$ cat src/rtl/fetch_unit.sv
// Sequential instruction fetch with redirect and halt; one-cycle memory read latency.
// Decode backpressure via instr_ready stalls the PC and holds instr/instr_pc steady.
module fetch_unit #(
  parameter int                ADDR_W   = 8,
  parameter int                INSTR_W  = 14,
  parameter int                OPC_W    = 4,
  parameter logic [OPC_W-1:0]  HALT_OPC = '1,
  parameter logic [ADDR_W-1:0] RESET_PC = '0
) (
  input  logic               clk,
  input  logic               rst_n,
  input  logic               redirect_valid,
  input  logic [ADDR_W-1:0]  redirect_target,
  output logic               imem_en,
  output logic [ADDR_W-1:0]  imem_addr,
  input  logic [INSTR_W-1:0] imem_rdata,
  output logic [INSTR_W-1:0] instr,
  output logic [ADDR_W-1:0]  instr_pc,
  output logic               instr_valid,
  input  logic               instr_ready,
  output logic               halted
);

  logic [ADDR_W-1:0] pc;
  logic              advance;
  logic              transfer;
  logic              halt_hit;

  assign advance   = !instr_valid || instr_ready;
  // rst_n gates the read so nothing is fetched while reset is held.
  assign imem_en   = rst_n && advance && !halted && !redirect_valid;
  assign imem_addr = pc;
  assign instr     = imem_rdata;

  assign transfer  = instr_valid && instr_ready;
  assign halt_hit  = transfer && (imem_rdata[INSTR_W-1 -: OPC_W] == HALT_OPC);

  always_ff @(posedge clk) begin
    if (!rst_n) begin
      pc          <= RESET_PC;
      instr_pc    <= RESET_PC;
      instr_valid <= 1'b0;
      halted      <= 1'b0;
    end else if (redirect_valid) begin
      pc          <= redirect_target;
      instr_valid <= 1'b0;
      halted      <= 1'b0;
    end else begin
      if (imem_en) begin
        pc          <= pc + ADDR_W'(1);
        instr_pc    <= pc;
        instr_valid <= 1'b1;
      end else begin
        instr_valid <= instr_valid && !instr_ready;
      end
      // The word fetched alongside the halt transfer is dropped here.
      if (halt_hit) begin
        halted      <= 1'b1;
        instr_valid <= 1'b0;
      end
    end
  end

endmodule

$ cat config.mk
export PLATFORM = sky130hd
export DESIGN_NAME = fetch_unit
export DESIGN_NICKNAME = d
export VERILOG_FILES = /design/src/rtl/fetch_unit.sv
export SDC_FILE = /design/constraint.sdc
export NUM_CORES = 1
export LEC_CHECK = 0
export BUFFER_PORTS_ARGS = -buffer_cell sky130_fd_sc_hd__buf_2
export CAP_MARGIN = 20
export CORE_ASPECT_RATIO = 2
export CORE_MARGIN = 2
export CORE_UTILIZATION = 35
export DETAILED_ROUTE_END_ITERATION = 6
export PLACE_DENSITY = 0.67
export SYNTH_ARGS = -nofsm -noshare
export SYNTH_HDL_FRONTEND = slang
export SYNTH_SLANG_ARGS = --single-unit
$ cat constraint.sdc
create_clock -name clk -period 3.3 [get_ports clk]
set_input_delay 0.825 -clock clk [delete_from_list [all_inputs] [get_ports clk]]
set_output_delay 0.825 -clock clk [all_outputs]
set_load 0.01 [all_outputs]
==> impl_metrics.tcl <==
set metrics [dict create \
    status "finished clean" \
    fillers 261 \
    path_buf_inv 3 \
    start_util_pct 36.6 \
    track_usage_pct 14.5 \
    maxCapViolCount 0 \
    die_w_microns 40.6 \
    detailed_place_hpwl_microns 1560 \
    drtIter0Drc 8 \
    fin_crit_ns 2.41 \
    cpMaxStageDelayCell "buf_4" \
    ios 59 \
    maxClockFrequency_mhz 415 \
    regArea_sq_um 360 \
    cts_buffers 3 \
    synthDistinctLibCells 27 \
    setup_violations 0 \
    path_cells "buf_2, nand2b_4, nor3_2, buf_4, buf_2" \
    clock_path_buffers 2 \
    rows 26 \
    start_kind "primary input" \
    wire_per_inst_microns 12.9 \
    cpPeakStageDelay_ns 0.22 \
    cp.arrival_ns 1.59 \
    cts_setup_buffers 0 \
    ir_drop_uv 278 \
    dieArea_sq_mm 0.00314 \
    clk_pin_slew_ns 0.06 \
    power_density_mw_per_mm2 450 \
    hp-class "reg2reg" \
    cts_sinks 18 \
    crit_path_max_fanout 10 \
    period_share_pct 73.1 \
    ys_ff_latch 18 \
    critPathKind "in2out" \
    ys_seq_area_share_pct 38.3 \
    wirelength_microns 2020 \
    ant_nets 0 \
    io_buffer_count 38 \
    fin_skew_ns 0.00338 \
    grt_max_degree 17 \
    antenna_found_initial 0 \
    grt_first_pass_wirelength_microns 3260 \
    drive_gt1_share_pct 38.3 \
    die_h_microns 77.3 \
    cts_root_buf "clkbuf_8" \
    cts_tree "built" \
    cp_top_family "buffers and inverters" \
    leakage_uw 0.000490 \
    hold_violations 0 \
    slew_headroom_pct 73.0 \
    rsz0062_at_grt "false" \
    htree_levels 1 \
    syn_area_sq_um 940 \
    gp_congestion 0.859 \
    design_area_sq_mm 0.00110 \
    placed_cell_area_sq_mm 0.00104 \
    cts_hold_buf 0 \
    tightest_slew_ns 0.405 \
    syn2layout_area_growth_pct 17.0 \
    diodes 0 \
    clk_latency_ns 0.26 \
    overflow 0 \
    finalMaxSlewViolations 0 \
    syn_inst 103 \
    grt_pass1_vias 780 \
    coreArea_sq_mm 0.00257 \
    via_count 809 \
    setup_tns_ns 0 \
    multi_input_area_sq_um 440 \
    via_per_inst 5.19 \
    drc 0 \
    crit_top_cell "buf_2" \
    endpoint_kind "primary output" \
    critical_path_required_ns 2.47 \
    syn-num-nets 130 \
    dr.pass1.iters 4 \
    nets 156 \
    yosys_warnings 0 \
    cts_resized 0 \
    final_core_util_pct 42.8 \
    syn_avg_cell_area_sq_um 9.12 \
]
flip-flops by register name, indices dropped and copies added, names as in the netlist:
| signal | cells |
|---|---|
| imem_addr | 8 |
| instr_pc | 8 |
| instr_valid | 1 |
| halted | 1 |
where the power goes:
group          internal (uW)  switching (uW)
sequential               229            12.2
clock                    106            74.0
combinational           34.3            39.5
final timing paths:
check	from	endpoint	slack, ns	depth (start not counted)
worst max-delay path	rst_n	imem_en	0.89	5
worst min-delay path	instr_pc[5]	instr_pc[5]	0.49	2
worst max register to register	imem_addr[0]	imem_addr[4]	1.98	5
worst min register to register	instr_pc[5]	instr_pc[5]	0.49	2
metrics by stage:
step	hold slack [ns]	power, uW	std cells	setup slack, ns
after CTS	0.497	499	156	0.880
after floorplan	0.531	304	103	1.15
after global routing	0.534	515	156	0.828
after global placement	0.471	318	152	0.898
after detailed placement	0.482	320	152	0.879
final	0.491	495	156	0.888
worst min-delay path, stage by stage, from the launching register on:
cell	delay (ns)
dfxtp_1	0.32
mux2i_1	0.07
nor2_1	0.07
cell families after synthesis:
family	share of synthesized area (%)
muxes	9.59
xor gates and xnor gates	5.59
AOI/OAI and AO/OA	10.3
adders and majority gates	1.33
and+or+nand+nor	20.1
buffers and inverters	14.8
DFF	38.3
cell usage after synthesis:
| cell type | instances | share of area, % |
|---|---|---|
| buf_4 | 16 | 13 |
| and4_1 | 1 | 0.93 |
| and2b_1 | 1 | 0.80 |
| nand2b_4 | 1 | 1.5 |
| ha_1 | 1 | 1.3 |
| clkbuf_1 | 2 | 0.80 |
| a2111oi_0 | 1 | 0.93 |
| nor2b_4 | 1 | 1.5 |
| xnor2_1 | 4 | 3.7 |
| dfxtp_1 | 18 | 38 |
| nor3_1 | 3 | 1.6 |
| a31oi_1 | 1 | 0.67 |
| a21oi_1 | 6 | 3.2 |
| nor4b_2 | 1 | 1.6 |
| nand4_1 | 3 | 2.0 |
| a31o_2 | 1 | 0.93 |
| mux2i_1 | 9 | 9.6 |
| a211oi_1 | 1 | 0.80 |
| nor3_2 | 1 | 1.1 |
| o21ai_0 | 7 | 3.7 |
| xor2_1 | 2 | 1.9 |
| nand3_1 | 3 | 1.6 |
| nor2_1 | 12 | 4.8 |
| nand2_1 | 2 | 0.80 |
| inv_1 | 3 | 1.2 |
| nor4_2 | 1 | 1.3 |
| nand2b_1 | 1 | 0.67 |
final cells by class:
type | instances | area share, %
timing repair buffer | 39 | 18.0
multi-input combinational | 64 | 40.0
inverter | 3 | 1.02
sequential | 18 | 32.8
clock buffer | 4 | 5.01
tap | 28 | 3.19
cell usage in the layout, fill, tap and decap left out, drive strengths merged, types with 2 or more instances in the layout:
| master | Yosys | layout |
|---|---|---|
| xor2 | 2 | 2 |
| nor2 | 12 | 12 |
| buf | 16 | 39 |
| clkbuf | 2 | 4 |
| nand4 | 3 | 3 |
| a21oi | 6 | 6 |
| nand2 | 2 | 2 |
| dfxtp | 18 | 18 |
| inv | 3 | 3 |
| mux2i | 9 | 9 |
| xnor2 | 4 | 4 |
| nor3 | 4 | 4 |
| nand2b | 2 | 2 |
| nand3 | 3 | 3 |
| o21ai | 7 | 7 |
metal layers:
| metal | global-route usage, % | up-vias | wire length, microns |
|---|---|---|---|
| li1 | - | 394 | - |
| met3 | 3.18 | 7 | 144 |
| met4 | 5.33 | 0 | 40 |
| met5 | 0 | - | 0 |
| met2 | 25.2 | 43 | 1120 |
| met1 | 15.6 | 365 | 711 |
Power figures use the tool's default switching activity.
